File: src/rtl/pipelined_adder_pkg.sv
// pipelined_adder_pkg: shared defaults and stage-count helper for the chunked pipelined adder
package pipelined_adder_pkg;
    localparam int N_DEFAULT = 8;
    localparam int K_DEFAULT = 4;
    function automatic int num_stages(input int n, input int k);
        return n / k;
    endfunction
endpackage

File: src/rtl/pipelined_adder_chunk.sv
// adder_chunk: K-bit combinational ripple add exposing carry-out and the carry into its MSB
module adder_chunk import pipelined_adder_pkg::*; #(
    parameter int K = K_DEFAULT
) (
    input  logic [K-1:0] a,
    input  logic [K-1:0] b,
    input  logic         ci,
    output logic [K-1:0] s,
    output logic         co,
    output logic         c_msb
);
    logic [K:0] c;
    always_comb begin
        c = '0;
        c[0] = ci;
        for (int i = 0; i < K; i++) c[i+1] = (a[i] & b[i]) | ((a[i] ^ b[i]) & c[i]);
    end
    assign s = a ^ b ^ c[K-1:0];
    assign co = c[K];
    assign c_msb = c[K-1];
endmodule

File: src/rtl/pipelined_adder.sv
// pipelined_adder: N-bit add/subtract split into K-bit ripple stages with input skew,
// output deskew and a valid/ready handshake that freezes the whole pipeline on stall.
module pipelined_adder import pipelined_adder_pkg::*; #(
    parameter int N = N_DEFAULT,
    parameter int K = K_DEFAULT
) (
    input  logic         clk,
    input  logic         rst,
    input  logic [N-1:0] x,
    input  logic [N-1:0] y,
    input  logic         Cin,
    input  logic         sub,
    input  logic         in_valid,
    output logic         in_ready,
    output logic [N-1:0] s,
    output logic         Cout,
    output logic         ovf,
    output logic         out_valid,
    input  logic         out_ready
);
    localparam int L = num_stages(N, K);
    if (K < 1 || K > N || N % K != 0) begin : g_bad
        $error("pipelined_adder: N must be a positive multiple of K");
    end
    logic [N-1:0] ym;
    logic [L-1:0] v, cr;
    logic         c0, mr;
    // Subtraction is x + ~y + 1: invert y once before it is skewed
    assign ym = sub ? ~y : y;
    assign c0 = sub | Cin;
    assign in_ready = ~(out_valid & ~out_ready);
    assign out_valid = v[L-1];
    assign Cout = cr[L-1];
    assign ovf = mr ^ Cout;
    for (genvar j = 0; j < L; j++) begin : g_stage
        logic [K-1:0]            xo, yo, so;
        logic [L-1-j:0][K-1:0]   d;
        logic                    ci, co, vin;
        if (j == 0) begin : g_first
            assign xo = x[K-1:0];
            assign yo = ym[K-1:0];
            assign ci = c0;
            assign vin = in_valid;
        end else begin : g_skew
            logic [j-1:0][K-1:0] xr, yr;
            always_ff @(posedge clk)
                if (rst) begin
                    xr <= '0;
                    yr <= '0;
                end else if (in_ready) begin
                    xr[0] <= x[j*K +: K];
                    yr[0] <= ym[j*K +: K];
                    for (int i = 1; i < j; i++) begin
                        xr[i] <= xr[i-1];
                        yr[i] <= yr[i-1];
                    end
                end
            assign xo = xr[j-1];
            assign yo = yr[j-1];
            assign ci = cr[j-1];
            assign vin = v[j-1];
        end
        always_ff @(posedge clk)
            if (rst) begin
                v[j] <= 1'b0;
                cr[j] <= 1'b0;
                d <= '0;
            end else if (in_ready) begin
                v[j] <= vin;
                cr[j] <= co;
                d[0] <= so;
                for (int i = 1; i < L - j; i++) d[i] <= d[i-1];
            end
        assign s[j*K +: K] = d[L-1-j];
        if (j == L - 1) begin : g_last
            logic cm;
            adder_chunk #(.K(K)) u_add (.a(xo), .b(yo), .ci(ci), .s(so), .co(co), .c_msb(cm));
            always_ff @(posedge clk)
                if (rst) mr <= 1'b0;
                else if (in_ready) mr <= cm;
        end else begin : g_mid
            logic cm_unused;
            adder_chunk #(.K(K)) u_add (.a(xo), .b(yo), .ci(ci), .s(so), .co(co), .c_msb(cm_unused));
        end
    end
endmodule

File: config.mk
export PLATFORM = sky130hd
export DESIGN_NAME = pipelined_adder
export DESIGN_NICKNAME = d
export VERILOG_FILES = /design/src/rtl/pipelined_adder_pkg.sv /design/src/rtl/pipelined_adder_chunk.sv /design/src/rtl/pipelined_adder.sv
export SDC_FILE = /design/constraint.sdc
export NUM_CORES = 1
export LEC_CHECK = 0
export CAP_MARGIN = 20
export CORE_ASPECT_RATIO = 1.2
export CORE_MARGIN = 1
export CORE_UTILIZATION = 44
export DETAILED_ROUTE_END_ITERATION = 8
export PLACE_DENSITY_LB_ADDON = 0.1
export SYNTH_ARGS = -nofsm -noshare
export SYNTH_HDL_FRONTEND = slang
export SYNTH_HIERARCHICAL = 1
export SYNTH_SLANG_ARGS = --single-unit
File: constraint.sdc
create_clock -name clk -period 3.26 [get_ports clk]
set_clock_uncertainty 0.2 [all_clocks]
set_input_delay 0.652 -clock clk [delete_from_list [all_inputs] [get_ports clk]]
set_output_delay 0.652 -clock clk [all_outputs]
set_load 0.02 [all_outputs]
; Word level (Yosys, flattened, before mapping)
; Cells that the tools add are included.
[word_totals]
out_inout_bits = 12
wordCells = 53
input_bits = 22
regBits = 25
[op_classes]
bitwise_logic = 42
n_mux = 1
[op_table]
columns = cell, count
row1 = AND 1 bit, 17
row2 = bitwise XOR 4 bit, 4
row3 = OR 1 bit, 9
row4 = bitwise XOR 1 bit, 9
row5 = 2-to-1 mux 8 bit, 1
row6 = inverter 8 bit, 1
row7 = inverter 1 bit, 2

; Depth between registers and ports, before layout
[depth]
depth_word = 11
mapped_depth = 12
depth_no_buf = 11

; Hierarchy
; Netlist, hierarchy kept.
[modules_own_cells]
columns = module, area_each_um2, cells_each, instances
row1 = pipelined_adder, 1079.8, 120, 1
row2 = adder_chunk, 117.6, 14, 2

; Worst setup path before layout
; OpenSTA, ideal clock, no wires.
[synth_path]
path_kind = input -> register
from = in sub
to = reg g_stage[0].d[3] (netlist name)
stages = 12
slack_ns = 0.362
arrival_ns = 2.576
path_cell_list = buf_4 > xor2_1 > inv_1 > fa_1 > inv_1 > fa_1 > inv_1 > fa_1 > inv_1 > fa_1 > nand2_2 > a21oi_2
[synth_between]
elab_chain_len = 9
elab_cells_between_ends = 16
[synth_lines]
columns = element, line
row1 = from (decl), pipelined_adder.sv:12  ; input logic sub,
row2 = 2-to-1 mux 8 bit (*), pipelined_adder.sv:29  ; assign ym = sub ? ~y : y;
row3 = via ym[0], pipelined_adder.sv:25  ; logic [N-1:0] ym;
row4 = bitwise XOR 1 bit, pipelined_adder_chunk.sv:16  ; for (int i = 0; i < K; i++) c[i+1] = (a[i] & b[i]) | ((a[i] ^ b[i]) & c[i]);
row5 = AND 1 bit, pipelined_adder_chunk.sv:16
row6 = OR 1 bit (*), pipelined_adder_chunk.sv:16
row7 = AND 1 bit (*), pipelined_adder_chunk.sv:16
row8 = OR 1 bit (*), pipelined_adder_chunk.sv:16
row9 = AND 1 bit (*), pipelined_adder_chunk.sv:16
row10 = OR 1 bit (*), pipelined_adder_chunk.sv:16
row11 = via g_stage[0].g_mid.cm_unused, pipelined_adder.sv:82  ; logic cm_unused;
row12 = bitwise XOR 4 bit (*), pipelined_adder_chunk.sv:18  ; assign s = a ^ b ^ c[K-1:0];
row13 = via g_stage[0].so[3], pipelined_adder.sv:36  ; logic [K-1:0] xo, yo, so;
row14 = to (decl), pipelined_adder.sv:37  ; logic [L-1-j:0][K-1:0] d;
; The timed path passes the listed nets; every way through them passes the cells marked *.
; A chain may end at the register's enable or synchronous reset.

; Final worst setup path
; Ends and elaborated chain as after synthesis.

==> results.json <==
{
  "cp.required_ps": 3270,
  "ys_seq_elements": 25,
  "path_cells": "clkdlybuf4s50_1 -> xor2_1 -> inv_1 -> fa_1 -> inv_1 -> fa_1 -> inv_1 -> fa_1 -> inv_1 -> fa_1 -> nand2_2 -> a21oi_2",
  "area_delta_synth_final_pct": 24.93,
  "vias": 983,
  "holdBufCountCts": 0,
  "drtAntennaViolNets": 0,
  "crit_family": "adder cells",
  "grtUsageTotal": 0.1588,
  "numPortBuffers": 33,
  "cts.sinks": 25,
  "stdcell_count": 211,
  "fmax_ghz": 0.3327,
  "avgSynthCellArea_sq_um": 8.885,
  "cts_root_buffer": "clkbuf_4",
  "rsz0062_at_grt": "false",
  "crit_cells": 12,
  "gr-total-overflow": 0,
  "max_slew_margin": 0.7844,
  "ys_seq_area_frac": 0.3806,
  "grt_pass1_vias": 953,
  "synth.net_count": 178,
  "rr_worst_depth": 10,
  "yosysUniqueCellTypes": 19,
  "row_count": 21,
  "critical_path_class": "in2reg",
  "setup_viol": 0,
  "clkSlewWorstSetupHoldPaths_ps": 130,
  "clock_latency_ps": 310,
  "timing.hold.ws_ps": 261.3,
  "drc": 0,
  "cts_tree": "yes",
  "crit_fanout": 4,
  "synth_edf_count": 0,
  "detail_route.iter0.violations": 11,
  "tightestPinTransition_ps": 323.4,
  "synth_ff_type": "dfxtp_1",
  "io_pins": 34,
  "die_h_microns": 61.89,
  "dp.cells": 207,
  "numCtsBuffers": 3,
  "dr.pass1.iters": 2,
  "synth_commonest_cells": "30 x nand2_1, 25 x dfxtp_1, 20 x inv_1",
  "cts_buffer_depth": 2,
  "outcome": "complete, no violations",
  "routed_wl_mm": 2.217,
  "fillers": 263,
  "synthDominantCellAreaShare": 0.3806,
  "ys_async_sr_fraction": 0,
  "hold_viol": 0,
  "cp-start-kind": "input pin",
  "yosysWarnings": 6,
  "gp_congestion": 0.6932,
  "post-cts-setup-buffer-count": 0,
  "min_period_ps": 3006,
  "leakagePower_nw": 0.6923,
  "min_path_type": "reg2reg",
  "cts_resized": 0,
  "antenna_found_initial": 0,
  "place_hpwl_mm": 1.647,
  "core-area_sq_mm": 0.002811,
  "dieArea_sq_mm": 0.003212,
  "fin_crit_sh": 0.9219,
  "detail_route.wl_per_cell_microns": 10.51,
  "hold_depth": 2,
  "end_kind": "register",
  "critPathBufInv": 5,
  "grt_max_degree": 29,
  "use_met1": 0.1657,
  "fp.dieW_microns": 51.91,
  "cp.arrival_ps": 3010,
  "yosys.area.top_type": "dfxtp_1",
  "met2_usage": 0.3132,
  "busiest_layer": "met2",
  "syn_area_sq_mm": 0.001315,
  "drive_above_1_share": 0.1751,
  "viasPerCell": 4.659,
  "start_util": 0.4677,
  "slowest_stage": "clkdlybuf4s50_1",
  "diodes": 0,
  "yosysMostFrequentCell": "nand2_1",
  "peakVddDrop_mv": 0.2650,
  "synth_area_leaders": "dfxtp_1 38%, fa_1 12%, nand2_1 8.6%",
  "cp_slowest_stage_delay_ps": 520,
  "grt_pass1_wl_mm": 3.788,
  "htreeDepth": 1,
  "cap_viol_max_count": 0,
  "syn-instance-count": 148,
  "p_per_area_mw_per_mm2": 413.9,
  "use_met3": 0.01460,
  "drv_slew": 0,
  "nets": 208
}
-- metal layers --
metal,wire length (microns),vias to the layer above
met1,914,458
li1,-,499
met4,38,0
met5,0,-
met2,1198,22
met3,65,4
-- metrics by stage --
stage	area, sq um	utilization	setup slack [ps]	power [mW]	TNS, ps
finish	1643	0.5843	254.5	0.6800	0
global route	1643	0.5843	125.9	0.7247	0
CTS	1643	0.5843	255.4	0.6899	0
detailed placement	1617	0.5750	-98.35	0.5543	-98.35
global placement	1617	0.5750	-64.34	0.5486	-64.34
floorplan	1315	-	361.7	0.4876	0
-- layout by cell type, fill, tap and decap left out --
cell type	netlist	routed
nor2b_4	1	1
nand2_2	10	10
or2_2	1	1
a21oi_2	10	10
xor2_1	5	5
dfxtp_1	25	25
nor2_1	6	6
inv_4	1	1
inv_1	20	20
clkdlybuf4s50_1	0	33
a21oi_1	10	10
fa_1	8	8
buf_4	7	5
nand2_1	30	30
clkbuf_4	0	3
xnor2_1	4	4
clkbuf_1	1	1
a211oi_1	4	4
-- where the power goes --
part,internal (mW),switching (mW),total (mW)
combinational,0.0970,0.0932,0.190
sequential,0.337,0.0168,0.354
clock,0.0478,0.0882,0.136
-- area by class of cell --
class / instances / area, sq um / share of cell area
clock buffer: 4 / 26.28 / 0.01599
inverter: 21 / 81.33 / 0.04950
multi-input combinational: 89 / 624.3 / 0.3800
sequential: 25 / 500.5 / 0.3046
tap: 34 / 42.54 / 0.02589
timing repair buffer: 38 / 367.9 / 0.2239
-- kinds of logic (layout without fill, tap and decap cells) --
kind of cell / Yosys count / after routing / synth area share
xor+xnor: 9 / 9 / 0.05994
compound gates: 24 / 24 / 0.1275
simple gates: 48 / 48 / 0.1656
fa+ha+maj: 8 / 8 / 0.1218
flops: 25 / 25 / 0.3806
buf+inv: 34 / 63 / 0.1446
-- state kept, by name, indices dropped and copies added, names as in the netlist --
register	count
mr	1
Cout	1
g_stage.g_skew.yr	4
out_valid	1
g_stage.vin	1
g_stage.d	8
g_stage.ci	1
s	4
g_stage.g_skew.xr	4
-- worst register-to-register path, delay by kind of cell (launching register included) --
kind	cells	cell delay, ps
buffers and inverters	4	300
flip-flops	1	350
AO/OA/AOI/OAI	1	60
AND/OR/NAND/NOR	1	60
adder cells (fa/ha/maj)	4	1350
-- worst paths after layout --
check             slack [ps]                    start         endpoint
setup / recovery         250                      sub  g_stage[0].d[3]
hold / removal           260          g_stage[1].d[2]  g_stage[1].d[2]
setup reg to reg         840  g_stage[1].g_skew.xr[0]  g_stage[1].d[3]
hold reg to reg          260          g_stage[1].d[2]  g_stage[1].d[2]
(Power assumes the default switching activity.)
